`src/rtl/bky_pkg.sv`:
```
// rtl/bky_pkg.sv - shared state encoding and default sizing for the Buckeye chain shifter
package bky_pkg;

  typedef enum logic [2:0] {
    IDLE,
    FETCH,
    LOW,
    HIGH,
    NEXT,
    FIN
  } state_t;

  localparam int DEF_NCHIP     = 6;
  localparam int DEF_CHIP_BITS = 48;
  localparam int DEF_CLK_DIV   = 2;

endpackage

```
`src/rtl/bky_next_chip.sv`:
```
// rtl/bky_next_chip.sv - finds the next selected chip above an index in a chip mask
module bky_next_chip #(
  parameter int NCHIP = 6,
  parameter int IDX_W = 3
) (
  input  logic [NCHIP-1:0] mask,
  input  logic [IDX_W-1:0] cur,
  input  logic             first,
  output logic [IDX_W-1:0] nxt,
  output logic             found
);

  // Scan downward so the last hit is the lowest qualifying bit; 'first' searches from bit 0.
  always_comb begin
    nxt   = '0;
    found = 1'b0;
    for (int i = NCHIP - 1; i >= 0; i--) begin
      if (mask[i] && (first || (i > int'(cur)))) begin
        nxt   = IDX_W'(i);
        found = 1'b1;
      end
    end
  end

endmodule

```
`src/rtl/bky_chain_shifter.sv`:
```
// rtl/bky_chain_shifter.sv - serial shifter writing/reading a chain of Buckeye chip shift registers
module bky_chain_shifter
  import bky_pkg::*;
#(
  parameter int NCHIP     = DEF_NCHIP,
  parameter int CHIP_BITS = DEF_CHIP_BITS,
  parameter int CLK_DIV   = DEF_CLK_DIV
) (
  input  logic             CLK,
  input  logic             RST,
  input  logic             START,
  input  logic             ABORT,
  input  logic [NCHIP-1:0] MASK,
  input  logic             DIN,
  input  logic             DIN_VALID,
  output logic             DIN_READY,
  output logic             DOUT,
  output logic             DOUT_VALID,
  output logic [NCHIP-1:0] AMPIN,
  output logic [NCHIP-1:0] AMPCLK,
  input  logic [NCHIP-1:0] AMPOUT,
  output logic             BUSY,
  output logic             DONE,
  output logic             ABORTED
);

  localparam int CNT_W = $clog2(CHIP_BITS + 1);
  localparam int IDX_W = (NCHIP > 1) ? $clog2(NCHIP) : 1;
  localparam int DIV_W = 4;

  state_t           state;
  logic [NCHIP-1:0] mask_q;
  logic [CNT_W-1:0] bit_cnt;
  logic [IDX_W-1:0] chip;
  logic [DIV_W-1:0] div_cnt;

  logic [NCHIP-1:0] search_mask;
  logic             search_first;
  logic [IDX_W-1:0] nxt_chip;
  logic             nxt_found;
  logic [NCHIP-1:0] chip_onehot;

  // In IDLE the search runs on the live MASK (lowest chip); afterwards on the latched mask above the active chip.
  assign search_mask  = (state == IDLE) ? MASK : mask_q;
  assign search_first = (state == IDLE);
  assign chip_onehot  = NCHIP'(1) << chip;

  bky_next_chip #(
    .NCHIP (NCHIP),
    .IDX_W (IDX_W)
  ) u_next_chip (
    .mask  (search_mask),
    .cur   (chip),
    .first (search_first),
    .nxt   (nxt_chip),
    .found (nxt_found)
  );

  // Sequencer: one bit per FETCH/LOW/HIGH/NEXT round, all outputs registered.
  always_ff @(posedge CLK) begin
    if (RST) begin
      state      <= IDLE;
      mask_q     <= '0;
      bit_cnt    <= '0;
      chip       <= '0;
      div_cnt    <= '0;
      DIN_READY  <= 1'b0;
      DOUT       <= 1'b0;
      DOUT_VALID <= 1'b0;
      AMPIN      <= '0;
      AMPCLK     <= '0;
      BUSY       <= 1'b0;
      DONE       <= 1'b0;
      ABORTED    <= 1'b0;
    end else begin
      DONE       <= 1'b0;
      ABORTED    <= 1'b0;
      DOUT_VALID <= 1'b0;
      if (state != IDLE && ABORT) begin
        state     <= IDLE;
        bit_cnt   <= '0;
        div_cnt   <= '0;
        DIN_READY <= 1'b0;
        DOUT      <= 1'b0;
        AMPIN     <= '0;
        AMPCLK    <= '0;
        BUSY      <= 1'b0;
        ABORTED   <= 1'b1;
      end else begin
        case (state)
          IDLE: begin
            if (START) begin
              mask_q  <= MASK;
              BUSY    <= 1'b1;
              bit_cnt <= '0;
              div_cnt <= '0;
              if (nxt_found) begin
                chip      <= nxt_chip;
                DIN_READY <= 1'b1;
                state     <= FETCH;
              end else begin
                state <= FIN;
              end
            end
          end
          FETCH: begin
            if (DIN_VALID) begin
              DIN_READY <= 1'b0;
              AMPIN     <= DIN ? chip_onehot : '0;
              div_cnt   <= '0;
              state     <= LOW;
            end
          end
          LOW: begin
            if (div_cnt == DIV_W'(CLK_DIV - 1)) begin
              div_cnt    <= '0;
              AMPCLK     <= chip_onehot;
              DOUT       <= AMPOUT[chip];
              DOUT_VALID <= 1'b1;
              state      <= HIGH;
            end else begin
              div_cnt <= div_cnt + 1'b1;
            end
          end
          HIGH: begin
            if (div_cnt == DIV_W'(CLK_DIV - 1)) begin
              div_cnt <= '0;
              AMPCLK  <= '0;
              state   <= NEXT;
            end else begin
              div_cnt <= div_cnt + 1'b1;
            end
          end
          NEXT: begin
            AMPIN <= '0;
            if (bit_cnt == CNT_W'(CHIP_BITS - 1)) begin
              bit_cnt <= '0;
              if (nxt_found) begin
                chip      <= nxt_chip;
                DIN_READY <= 1'b1;
                state     <= FETCH;
              end else begin
                state <= FIN;
              end
            end else begin
              bit_cnt   <= bit_cnt + 1'b1;
              DIN_READY <= 1'b1;
              state     <= FETCH;
            end
          end
          FIN: begin
            DONE  <= 1'b1;
            BUSY  <= 1'b0;
            state <= IDLE;
          end
          default: state <= IDLE;
        endcase
      end
    end
  end

endmodule

```
`config.mk`:
```
export PLATFORM = sky130hd
export DESIGN_NAME = bky_chain_shifter
export DESIGN_NICKNAME = d
export VERILOG_FILES = /design/src/rtl/bky_pkg.sv /design/src/rtl/bky_next_chip.sv /design/src/rtl/bky_chain_shifter.sv
export SDC_FILE = /design/constraint.sdc
export NUM_CORES = 1
export LEC_CHECK = 0
export ABC_CLOCK_PERIOD_IN_PS = 2900
export CORE_ASPECT_RATIO = 0.8
export CORE_MARGIN = 5
export CORE_UTILIZATION = 48
export CTS_BUF_LIST = sky130_fd_sc_hd__clkbuf_8 sky130_fd_sc_hd__clkbuf_16
export DETAILED_ROUTE_END_ITERATION = 10
export GPL_TIMING_DRIVEN = 0
export PLACE_DENSITY = 0.78
export SLEW_MARGIN = 10
export SYNTH_ARGS = -nofsm -noshare
export SYNTH_HDL_FRONTEND = slang
export SYNTH_SLANG_ARGS = --single-unit
```
`constraint.sdc`:
```
create_clock -name CLK -period 2.9 [get_ports CLK]
set_input_delay 0.725 -clock CLK [delete_from_list [all_inputs] [get_ports CLK]]
set_output_delay 0.725 -clock CLK [all_outputs]
set_load 0.01 [all_outputs]
```
==> flow_summary.json <==
{
  "final.setup_skew_ns": 0.00908,
  "final_common_cell": "dfxtp_1",
  "worst-path-stages": 6,
  "grt_pass1_wl_microns": 8220,
  "cts.sinks": 39,
  "regArea_sq_um": 781,
  "outcome": "finished clean",
  "syn_area_per_cell_sq_um": 8.38,
  "grt_pass1_vias": 1784,
  "r2r_slack_ns": 1.05,
  "slowest_delay_ns": 0.59,
  "syn_nets": 257,
  "clk_latency_ns": 0.30,
  "final_cells": 333,
  "critical_path.max_fanout": 6,
  "drt-vias-per-instance": 5.65,
  "clkTransAtPathRegs_ns": 0.08,
  "powerDensity_nw_per_um2": 847,
  "p_leak_nw": 0.895,
  "max_cap_viol_count": 0,
  "fin_setup_tns_ns": 0,
  "crit_start": "START",
  "critPathCaptureType": "flip-flop",
  "clockBufferDepth": 2,
  "syn_area_sq_um": 1980,
  "wl_per_cell_microns": 14.6,
  "arrival_ns": 2.52,
  "die_h_microns": 67.4,
  "ir_drop_mv": 0.448,
  "die_w_microns": 81.8,
  "hpwl_microns": 3550,
  "cts_tree": "built",
  "place.gp.congestion": 0.881,
  "via_count": 1880,
  "ys_seq_elements": 39,
  "p_total_mw": 2.12,
  "antenna_cells": 0,
  "nNetsFinal": 299,
  "layout_min_cycle_time_ns": 2.30,
  "area_delta_synth_final_pct": 26.4,
  "ys_warn_count": 0,
  "htreeDepth": 2,
  "worstMarginPinSlew_ns": 0.606,
  "mostFrequentLayoutCells": "dfxtp_1 (39), nor2_1 (35), clkdlybuf4s50_1 (35), a21oi_1 (20)",
  "max_freq_ghz": 0.435,
  "drc": 0,
  "overflow": 0,
  "rsz0062_at_grt": "no",
  "hp-start": "AMPIN[5]",
  "ys.flop_type": "dfxtp_1",
  "crit_end": "chip[2]",
  "hp-class": "reg2reg",
  "yosysSeqAreaShare_pct": 39.5,
  "r2r_cells": 7,
  "cts_hold_buffers": 0,
  "slowest_stage": "clkdlybuf4s50_1",
  "coreArea_sq_um": 3880,
  "fin_crit_sh_pct": 79.3,
  "ios": 36,
  "worstPathRequired_ns": 3.11,
  "slew_headroom_pct": 59.3,
  "drtPass1Iterations": 4,
  "initial_utilization_pct": 51.0,
  "ys_types": 49,
  "grt_max_degree": 12,
  "cp_num_buf_inv": 1,
  "port_buffers": 35,
  "multiInputGateArea_sq_um": 1090,
  "wirelength_microns": 4870,
  "synthArstFlopShare_pct": 0,
  "die-area_sq_um": 5510,
  "num_rows": 20,
  "worstPathCellList": "clkdlybuf4s50_1 -> nor2_1 -> nor3_1 -> and3_1 -> a21oi_1 -> a211oi_1",
  "worstReg2RegStart": "bit_cnt[0]",
  "synthCells": 236,
  "layout-drive-gt1-share_pct": 8.27,
  "fillers": 346,
  "post_cts_resized": 0,
  "r2r-end": "bit_cnt[4]",
  "finalSetupViolCount": 0,
  "cts_setup_buffers": 0,
  "drt_iter0_markers": 119,
  "dp.cells": 326,
  "grt.total_usage_pct": 19.5,
  "cts_root_buf": "clkbuf_8",
  "cts-buffers-inserted": 5,
  "antenna_found_initial": 0,
  "synth-edff-count": 0,
  "slew_viol_final": 0,
  "cp-start-kind": "primary input",
  "path_delay_family": "simple AND/OR/NAND/NOR gates",
  "ant_nets": 0,
  "worst-setup-path-type": "in2reg",
  "hold_violations": 0
}
## routing by layer
metal  wire, microns  global-route usage (%)  vias up  share of wire, %
met3             326                    4.80       10               6.7
met5               0                       0        -                 0
met4              94                    9.34        0               1.9
li1                -                       -      936                 -
met2            2140                    29.7       59                44
met1            2310                    25.9      875                47
## kinds of logic (layout without fill, tap and decap cells)
kind of cell	Yosys count	count (layout)	share of synthesized area [%]
and+or+nand+nor	100	100	27.1
adders and majority gates	3	3	1.90
muxes	9	9	5.19
buffers and inverters	23	65	5.31
xor gates and xnor gates	3	3	1.33
AOI/OAI and AO/OA	59	59	19.7
DFF	39	39	39.5
## synthesized netlist by cell type, types with 3 or more instances
library cell / instances / area share [%]
a311oi_1: 4 / 1.8
nor2_1: 35 / 6.6
dfxtp_1: 39 / 39
o21ai_0: 9 / 2.3
nor4_1: 5 / 1.6
a22oi_1: 6 / 2.3
nand3_1: 3 / 0.76
mux2i_1: 8 / 4.0
ha_1: 3 / 1.9
and3_1: 6 / 1.9
clkbuf_1: 6 / 1.1
nor3b_1: 4 / 1.5
nand2b_1: 8 / 2.5
nand2_1: 12 / 2.3
inv_1: 8 / 1.5
a21oi_1: 20 / 5.1
buf_2: 6 / 1.5
a211oi_1: 3 / 1.1
nor3_1: 12 / 3.0
nor2b_1: 3 / 0.95
## worst min-delay path, stage by stage (launching register included)
cell and delay (ns):
dfxtp_1 0.33, a32oi_1 0.06, nor2_1 0.07
## worst min-delay path by stage
| stage | end | slack (ns) | cells past startpoint |
|---|---|---|---|
| global placement | AMPCLK[3] | 0.47 | 2 |
| finish | AMPIN[5] | 0.49 | 2 |
| detailed placement | AMPIN[5] | 0.48 | 2 |
| CTS | bit_cnt[5] | 0.50 | 1 |
| global route | AMPCLK[3] | 0.51 | 2 |
| floorplan | bit_cnt[5] | 0.45 | 1 |
## sequential cells by signal, indices dropped and copies added (netlist names)
signal and cells:
ABORTED 1, AMPCLK 6, AMPIN 6, BUSY 1
DIN_READY 1, DONE 1, DOUT 1, DOUT_VALID 1
bit_cnt 6, chip 3, div_cnt 4, mask_q 5
state 3
## layout make-up
| cell class | count | area share [%] |
|---|---|---|
| plain buffers | 15 | 3.00 |
| clock buffers | 5 | 2.75 |
| clock inverters | 2 | 1.35 |
| inverters | 8 | 1.20 |
| multi-input cells | 174 | 43.7 |
| flip-flops and latches | 39 | 31.2 |
| well taps | 55 | 2.75 |
| repair buffers | 35 | 14.0 |
## power breakdown
group | switching [mW] | leakage [nW] | internal [mW] | total, mW
clock | 0.183 | 0.0554 | 0.249 | 0.432
combinational | 0.588 | 0.523 | 0.404 | 0.992
sequential | 0.0732 | 0.317 | 0.620 | 0.693
## stage by stage
step	worst slack, ns	instance area [sq um]	util [%]	hold WS [ns]
detailed placement	0.275	2400	61.8	0.479
floorplan	0.955	1980	-	0.452
global route	0.411	2500	64.5	0.514
global placement	0.275	2400	61.8	0.472
CTS	0.594	2500	64.5	0.497
finish	0.599	2500	64.5	0.488
Power figures use the tool's default switching activity.
